File: config.mk
export PLATFORM = sky130hd
export DESIGN_NAME = obstacle_mem_reader_flat
export DESIGN_NICKNAME = d
export VERILOG_FILES = /design/src/rtl/obstacle_mem_reader_if.sv /design/src/rtl/obstacle_mem_reader.sv /design/src/flat_wrapper.sv
export SDC_FILE = /design/constraint.sdc
export NUM_CORES = 1
export LEC_CHECK = 0
export CORE_MARGIN = 1
export CORE_UTILIZATION = 54
export DETAILED_ROUTE_END_ITERATION = 10
export MAX_ROUTING_LAYER = met4
export PLACE_DENSITY = 0.87
export SETUP_SLACK_MARGIN = 0.4
export SLEW_MARGIN = 20
export SYNTH_ARGS = -nofsm -noshare
export SYNTH_HDL_FRONTEND = slang
export SYNTH_SLANG_ARGS = --single-unit
File: constraint.sdc
create_clock -name clk -period 2.95 [get_ports clk]
set_clock_uncertainty 0.05 [all_clocks]
set_input_delay 0.59 -clock clk [delete_from_list [all_inputs] [get_ports clk]]
set_output_delay 0.59 -clock clk [all_outputs]
set_load 0.02 [all_outputs]
File: src/rtl/obstacle_mem_reader_if.sv
// Bus bundle between the obstacle memory reader, the obstacle on-chip RAM
// and the downstream consumer.
//   master : reader side (drives the Avalon-MM read strobe/address and the
//            output stream; receives readdata and out_ready)
//   slave  : memory/consumer side (returns readdata, drives out_ready)
// Signals:
//   avm_address, avm_chipselect, avm_write, avm_byteenable, avm_clken,
//   avm_readdata                     - Avalon-MM read port of the RAM
//   out_data, out_valid, out_last,
//   out_ready                        - valid/ready word stream
interface obstacle_mem_reader_if #(
  parameter int ADDR_W = 10,
  parameter int DATA_W = 32
);
  logic [ADDR_W-1:0] avm_address;
  logic              avm_chipselect;
  logic              avm_write;
  logic [3:0]        avm_byteenable;
  logic              avm_clken;
  logic [DATA_W-1:0] avm_readdata;

  logic [DATA_W-1:0] out_data;
  logic              out_valid;
  logic              out_last;
  logic              out_ready;

  modport master (
    output avm_address, avm_chipselect, avm_write, avm_byteenable, avm_clken,
    input  avm_readdata,
    output out_data, out_valid, out_last,
    input  out_ready
  );

  modport slave (
    input  avm_address, avm_chipselect, avm_write, avm_byteenable, avm_clken,
    output avm_readdata,
    input  out_data, out_valid, out_last,
    output out_ready
  );
endinterface

File: src/rtl/obstacle_mem_reader.sv
// Read initiator for the obstacle on-chip RAM (latency 1, no waitrequest).
// A start pulse scans count words from base_addr upward, wrapping at the top
// of the address space, and streams them out through a small FIFO with a
// last marker on the final word.
// Ports:
//   clk, reset  - single clock, synchronous active-high reset
//   start       - begin a scan (only looked at while idle)
//   base_addr   - first word address of the scan
//   count       - number of words, 0..2^ADDR_W
//   busy        - scan in progress
//   done        - one-cycle completion pulse
//   bus         - Avalon-MM read port and output stream (master modport)
//
// state | meaning
// IDLE  | waiting for start; FIFO empty
// RUN   | issuing reads as FIFO credit allows
// DRAIN | all reads issued; waiting for the last word to be accepted
module obstacle_mem_reader #(
  parameter int ADDR_W     = 10,
  parameter int DATA_W     = 32,
  parameter int FIFO_DEPTH = 4
) (
  input  logic              clk,
  input  logic              reset,
  input  logic              start,
  input  logic [ADDR_W-1:0] base_addr,
  input  logic [ADDR_W:0]   count,
  output logic              busy,
  output logic              done,
  obstacle_mem_reader_if.master bus
);

  localparam int PTR_W = $clog2(FIFO_DEPTH);
  localparam int LVL_W = PTR_W + 1;
  localparam int CNT_W = ADDR_W + 1;

  typedef enum logic [1:0] {
    IDLE  = 2'd0,
    RUN   = 2'd1,
    DRAIN = 2'd2
  } state_t;

  state_t state_q, state_d;

  logic [ADDR_W-1:0] addr_ptr;
  logic [CNT_W-1:0]  remaining;     // reads still to issue
  logic [CNT_W-1:0]  deliver_left;  // words still to hand downstream
  logic              inflight;      // read data arrives this coming cycle

  logic [DATA_W-1:0] fifo_mem [FIFO_DEPTH];
  logic [PTR_W-1:0]  wr_ptr;
  logic [PTR_W-1:0]  rd_ptr;
  logic [LVL_W-1:0]  level;

  logic issue;
  logic push;
  logic pop;
  logic valid_w;
  logic last_w;
  logic credit_ok;

  assign valid_w = (level != '0);
  // Head word is the final one of the scan when exactly one is left to deliver.
  assign last_w  = valid_w && (deliver_left == CNT_W'(1));
  assign pop     = valid_w && bus.out_ready;
  assign push    = inflight;
  // Credit uses the registered level only: a pop this cycle frees space
  // for the next cycle, not this one.
  assign credit_ok = (level + LVL_W'(inflight)) < LVL_W'(FIFO_DEPTH);

  assign busy               = (state_q != IDLE);
  assign bus.avm_address    = addr_ptr;
  assign bus.avm_chipselect = issue;
  assign bus.avm_write      = 1'b0;
  assign bus.avm_byteenable = 4'hF;
  assign bus.avm_clken      = 1'b1;
  assign bus.out_valid      = valid_w;
  assign bus.out_last       = last_w;
  assign bus.out_data       = valid_w ? fifo_mem[rd_ptr] : '0;

  always_ff @(posedge clk) begin
    if (reset) state_q <= IDLE;
    else       state_q <= state_d;
  end

  always_comb begin
    state_d = state_q;
    issue   = 1'b0;
    case (state_q)
      IDLE: begin
        if (start && (count != '0)) state_d = RUN;
      end
      RUN: begin
        if ((remaining != '0) && credit_ok) begin
          issue = 1'b1;
          if (remaining == CNT_W'(1)) state_d = DRAIN;
        end
      end
      DRAIN: begin
        if (pop && last_w) state_d = IDLE;
      end
      default: state_d = IDLE;
    endcase
  end

  always_ff @(posedge clk) begin
    if (reset) begin
      addr_ptr     <= '0;
      remaining    <= '0;
      deliver_left <= '0;
      inflight     <= 1'b0;
      done         <= 1'b0;
    end else begin
      inflight <= issue;
      done     <= ((state_q == IDLE) && start && (count == '0)) ||
                  ((state_q == DRAIN) && pop && last_w);
      if ((state_q == IDLE) && start && (count != '0)) begin
        addr_ptr     <= base_addr;
        remaining    <= count;
        deliver_left <= count;
      end
      if (issue) begin
        addr_ptr  <= addr_ptr + ADDR_W'(1);
        remaining <= remaining - CNT_W'(1);
      end
      if (pop) deliver_left <= deliver_left - CNT_W'(1);
    end
  end

  always_ff @(posedge clk) begin
    if (reset) begin
      wr_ptr <= '0;
      rd_ptr <= '0;
      level  <= '0;
    end else begin
      if (push) wr_ptr <= wr_ptr + PTR_W'(1);
      if (pop)  rd_ptr <= rd_ptr + PTR_W'(1);
      case ({push, pop})
        2'b10:   level <= level + LVL_W'(1);
        2'b01:   level <= level - LVL_W'(1);
        default: ;
      endcase
    end
  end

  // Storage needs no reset; level gates visibility of stale entries.
  always_ff @(posedge clk) begin
    if (push) fifo_mem[wr_ptr] <= bus.avm_readdata;
  end

endmodule
File: src/flat_wrapper.sv
// flat-port wrapper written by rule: the top's interface ports become plain ports
module obstacle_mem_reader_flat 
#(
  parameter int ADDR_W     = 10,
  parameter int DATA_W     = 32,
  parameter int FIFO_DEPTH = 4
)
  (clk, reset, start, base_addr, count, busy, done, bus_avm_address, bus_avm_chipselect, bus_avm_write, bus_avm_byteenable, bus_avm_clken, bus_avm_readdata, bus_out_data, bus_out_valid, bus_out_last, bus_out_ready);
  obstacle_mem_reader_if #(.ADDR_W(ADDR_W), .DATA_W(DATA_W)) bus_i ();
  input  logic clk;
  input  logic reset;
  input  logic start;
  input  logic [ADDR_W-1:0] base_addr;
  input  logic [ADDR_W:0] count;
  output logic busy;
  output logic done;
  output wire logic [$bits(bus_i.avm_address)-1:0] bus_avm_address;
  output wire logic [$bits(bus_i.avm_chipselect)-1:0] bus_avm_chipselect;
  output wire logic [$bits(bus_i.avm_write)-1:0] bus_avm_write;
  output wire logic [$bits(bus_i.avm_byteenable)-1:0] bus_avm_byteenable;
  output wire logic [$bits(bus_i.avm_clken)-1:0] bus_avm_clken;
  input wire logic [$bits(bus_i.avm_readdata)-1:0] bus_avm_readdata;
  output wire logic [$bits(bus_i.out_data)-1:0] bus_out_data;
  output wire logic [$bits(bus_i.out_valid)-1:0] bus_out_valid;
  output wire logic [$bits(bus_i.out_last)-1:0] bus_out_last;
  input wire logic [$bits(bus_i.out_ready)-1:0] bus_out_ready;
  assign bus_avm_address = bus_i.avm_address;
  assign bus_avm_chipselect = bus_i.avm_chipselect;
  assign bus_avm_write = bus_i.avm_write;
  assign bus_avm_byteenable = bus_i.avm_byteenable;
  assign bus_avm_clken = bus_i.avm_clken;
  assign bus_i.avm_readdata = bus_avm_readdata;
  assign bus_out_data = bus_i.out_data;
  assign bus_out_valid = bus_i.out_valid;
  assign bus_out_last = bus_i.out_last;
  assign bus_i.out_ready = bus_out_ready;
  obstacle_mem_reader #(.ADDR_W(ADDR_W), .DATA_W(DATA_W), .FIFO_DEPTH(FIFO_DEPTH)) u_core (.clk(clk), .reset(reset), .start(start), .base_addr(base_addr), .count(count), .busy(busy), .done(done), .bus(bus_i));
endmodule
; ---- Word-level counts from Yosys, hierarchy flattened
; Memory sizes are Yosys's and may differ from the RTL's. A register that Yosys moved wholly into a read port is not among the register bits.
; Index checks and enable logic that the tools add are counted.
[word_totals]
ff_bits = 43
mem_bits_rw = 128
elab_cells = 68
output_inout_bits = 53
input_bits = 57
mem_count = 1
[memory_table]
columns = name, words, word_bits, read_ports, rd_ports_with_merged_regs, wr, line_no
row1 = u_core.fifo_mem, 4, 32, 1, 1, 1, obstacle_mem_reader.sv:50  ; logic [DATA_W-1:0] fifo_mem [FIFO_DEPTH];
[op_classes]
eq_ne = 10
muxes = 18
n_lt_le_gt_ge = 1
add_sub_neg = 8
n_reduce_logical = 21
[ops]
columns = op, n
row1 = $mux 11, 3
row2 = $mux 32, 1
row3 = $eq 11x1->1 const B, 2
row4 = $reduce_bool 11->1, 2
row5 = $sub 11x1->11 const B, 2
row6 = $mux 10, 2
row7 = $mux 2, 6
row8 = $logic_not 11->1, 1
row9 = $add 10x1->10 const B, 1
row10 = $logic_and 1x1->1, 10
row11 = $ne 2x1->1 const B, 4
row12 = $reduce_bool 2->1, 4
row13 = $pmux 2 s3, 1
row14 = $pmux 3 s2, 1
row15 = $add 2x1->2 const B, 2
row16 = $eq 2x1->1 const B, 2
row17 = $eq 2x2->1 const B, 2
row18 = $mux 1, 4
row19 = $reduce_and 4->1, 1
row20 = $add 3x1->3, 1
row21 = $add 3x1->3 const B, 1
row22 = $lt 3x3->1 const B, 1
row23 = $reduce_bool 3->1, 1
row24 = $sub 3x1->3 const B, 1
row25 = 2 further kinds, 2

; ---- Depth between registers and ports, before layout
[logic_depth]
depth_word = 6
depth_mapped = 11
depth_no_buf = 9

; ---- Worst setup path before layout
; Ideal clock, no wire load.
[synth_timing]
kind = register -> register
startpoint = reg u_core.level[2]
endpoint = reg u_core.level[2]
t_required_ps = 2830
setup_time_ps = 70
arrival_time_ps = 2281
path_buffers = 2
synth_period_minus_slack_ps = 2401
stages_incl_launch_ff = 12
path_slack_ps = 549
cell_sequence = dfxtp_1 > or3_1 > buf_4 > nand2_4 > inv_2 > clkbuf_1 > ha_1 > inv_1 > fa_1 > xor2_1 > or3_1 > a21oi_1
[synth_between]
elab_chain_cells = 4
elab_cells_between_ends = 8
cone_classes = 2 x add/sub / 2 x eq/ne / 1 x mux / 3 x reduce/logical
[synth_lines]
columns = element, line_no
row1 = start: declaration, obstacle_mem_reader.sv:53  ; logic [LVL_W-1:0] level;
row2 = start signal: assignment, obstacle_mem_reader.sv:139  ; 2'b10: level <= level + LVL_W'(1);
row3 = start signal: assignment, obstacle_mem_reader.sv:140  ; 2'b01: level <= level - LVL_W'(1);
row4 = branches (longest 4 deep; another with $sub 3x1->3), -
; Several ways; the timed one is not identified.
; A chain may end at the register's enable or synchronous reset.

==> metrics <==
register area share after synthesis 0.637; grt total ovfl 0; switching power 2.10 mW; Root Driver clkbuf_16; via count 4863; Final Hold Viols 0; CP peak stage delay 0.50 ns; pre-CTS setup slack 0.148 ns; Setup violations, final 0; Clock Latency Late Sink 0.41 ns; Worst Hold Depth 2; WL met3 959 um; drt pass-1 iters 5; Slowest-stage cell, CP mux4_2; total track usage 0.244; path type of the worst setup path reg2out; flops & latches, synth 173; routability cong. 0.922; met2 WL 8.70 mm; Post-CTS Hold Fix Bufs 0; syn_area_per_cell 14.2 um^2; area added between synthesis and finish 27.6%; pin count of the biggest net entering global routing 49; Setup crit end kind primary output; clock share of power 0.309; final WL 16.6 mm; Worst-Margin Slew 0.881 ns; initial core utilization 0.558; Hold/Removal Path Class reg2reg; P_int 5.31 mW; Top delay family on crit path multiplexers; Synth Instances 525; Max Cap Violations 0; critical-path cell list clkbuf_16, buf_4, mux4_2, and2_4, buf_4; first-pass GRT wire length 25.6 mm; Via density 5.80; crit-path max FO 7; wire per inst 19.9 um; Bufs and invs on worst path 3; most used cell, CP buf_4; cell leakage power 3.27 nW; H-Tree Depth 4; switching power share of the total 0.284; area of the core 13300 um^2; FMAX 379 MHz; number of flops mapped to enable cells by yosys 128; Nets 719; PD cells 780 nW/um^2; status complete, no violations; Ant. Diodes 0; r2r setup slk 0.69 ns; wl on met1 6.88 mm; setup TNS 0 ns; Gate power share 0.299; unrepaired setup endpoints after global routing yes; DIE HEIGHT 119 um; initial antenna violation count 0; highest metal used met4; Synth Cell Area 7450 um^2; Tot Pwr 7.42 mW; fin crit share 0.895; number of port buffers 103; Worst EP arrival 2.00 ns; Clock Pin Slew Worst Setup and Hold Paths 0.06 ns; maximum vdd drop 0.380 mV; fin crit period 2.64 ns; Yosys cell types 60; capturing point of the worst reg2reg path u_core.level[2]; Detail Route Antenna Nets 0; Top-Level Pins 110; hold wc startpoint u_core.deliver_left[8]; Die Span X 119 um; proportion of layout cells with a drive suffix above 1 0.266; FP Rows 42; async set-reset flop share out of synthesis 0; ys flop type edfxtp_1; register share of total power 0.393; Sink Count 173; Max Slew Vio Count 0; clk buf depth 2; die footprint 14300 um^2; vias in the first global route 4924; Synth warnings 0; post-DP HPWL 9.97 mm; R2R depth 9; startpoint types flop; CTS Buf Count 17; CP required 2.31 ns; TritonCTS clock tree yes; hold endpoint u_core.deliver_left[8]; reg-to-reg startpoint u_core.level[2]; Max-slew headroom 0.413; initial drt markers 399; final worst setup slack 0.310 ns; DRC 0
## layout by cell type (no fill, tap or decap), drive strengths merged, types with 7 or more instances in the layout
cell type,count
and2,38
nor4,7
mux4,32
dfxtp,45
ha,10
inv,15
nand3,14
edfxtp,128
nor3,13
nand2,33
clkbuf,36
buf,44
clkdlybuf4s50,68
a21oi,28
nor2,31
a31oi,8
a22oi,8
## power groups by stage
stage	combinational, mW	clock, mW	sequential (mW)
floorplan	1.21	0	2.90
global placement	1.90	0	2.92
detailed placement	1.95	0	2.93
CTS	1.89	2.32	2.89
global route	2.37	2.42	2.93
finish	2.22	2.29	2.91
## per-layer routing
metal / GRT usage / vias up
met2: 0.406 / 202
met5: - / -
met3: 0.0479 / 11
met4: 0.0625 / 0
met1: 0.307 / 2404
li1: - / 2246
## worst max-delay path by stage
stage	depth (start not counted)	from	slack, ns	endpoint
after floorplan	11	u_core.level[2]	0.55	u_core.level[2]
after global placement	6	count[6]	0.22	u_core.remaining[1]
after detailed placement	6	count[9]	0.15	u_core.bus.avm_address[0]
after CTS	4	flop	0.23	bus_out_data[5]
after global routing	5	flop	0.26	bus_out_data[6]
final	5	flop	0.31	bus_out_data[6]
## flip-flops by register name, indices dropped and copies added (netlist names), named ones only
name,count
u_core.bus.avm_address,10
u_core.deliver_left,11
u_core.done,1
u_core.fifo_mem,128
u_core.inflight,1
u_core.level,3
u_core.rd_ptr,2
u_core.remaining,11
u_core.state_q,2
u_core.wr_ptr,2
## cell type report
type                       count  area (um^2)
clock buffer                  19          433
clock inverter                11          170
fill                         878         3840
inverter                      15         56.3
multi-input combinational    313         2590
sequential                   173         4750
tap                          176          220
timing repair buffer         131         1280
## metrics by stage
step / utilization / instances / hold WS [ns] / instance area [um^2]
finish: 0.712 / 838 / 0.442 / 9510
global route: 0.712 / 838 / 0.462 / 9510
CTS: 0.699 / 826 / 0.438 / 9330
detailed placement: 0.653 / 795 / 0.431 / 8710
global placement: 0.653 / 795 / 0.414 / 8710
floorplan: - / 529 / 0.398 / 7470
## cell families (layout without fill, tap and decap cells)
kind of cell    after synthesis  after routing  share of synthesized area
compound gates               78             78                     0.0722
xor+xnor                      7              7                    0.00823
fa+ha+maj                    11             11                     0.0195
buf+inv                      43            176                     0.0289
flops                       173            173                      0.637
mux                          37             37                      0.104
other cells                   2              6                    0.00101
simple gates                174            174                      0.130
## cell usage after synthesis, types with 5 or more instances
cell / number / share of area
edfxtp_1: 128 / 0.52
dfxtp_1: 45 / 0.12
and2_1: 38 / 0.032
mux4_2: 32 / 0.097
nor2_1: 31 / 0.016
nand2_1: 29 / 0.015
a21oi_1: 27 / 0.018
nand3_1: 14 / 0.0094
inv_1: 13 / 0.0065
nor3_1: 13 / 0.0087
clkbuf_1: 11 / 0.0055
ha_1: 10 / 0.017
buf_4: 9 / 0.0091
a22oi_1: 8 / 0.0081
a31oi_1: 8 / 0.0067
nand2b_1: 6 / 0.0050
nor4_1: 6 / 0.0050
nand4_1: 5 / 0.0042
## timing repair
action | in CTS | in global routing
setup buffers | 0 | 10
pin swaps | 0 | 11
cloned | 1 | 2
setup endpoints to repair | 35 | 34
resized for setup | 44 | 140
## worst register-to-register path: stages (launching register included)
cell and delay, ns:
dfxtp_1 0.44, or3_4 0.24, nand2_4 0.13, inv_2 0.08
ha_1 0.17, inv_1 0.07, fa_1 0.38, xor2_1 0.17
or3_1 0.31, a21oi_1 0.14
Power figures use the tool's default switching activity.
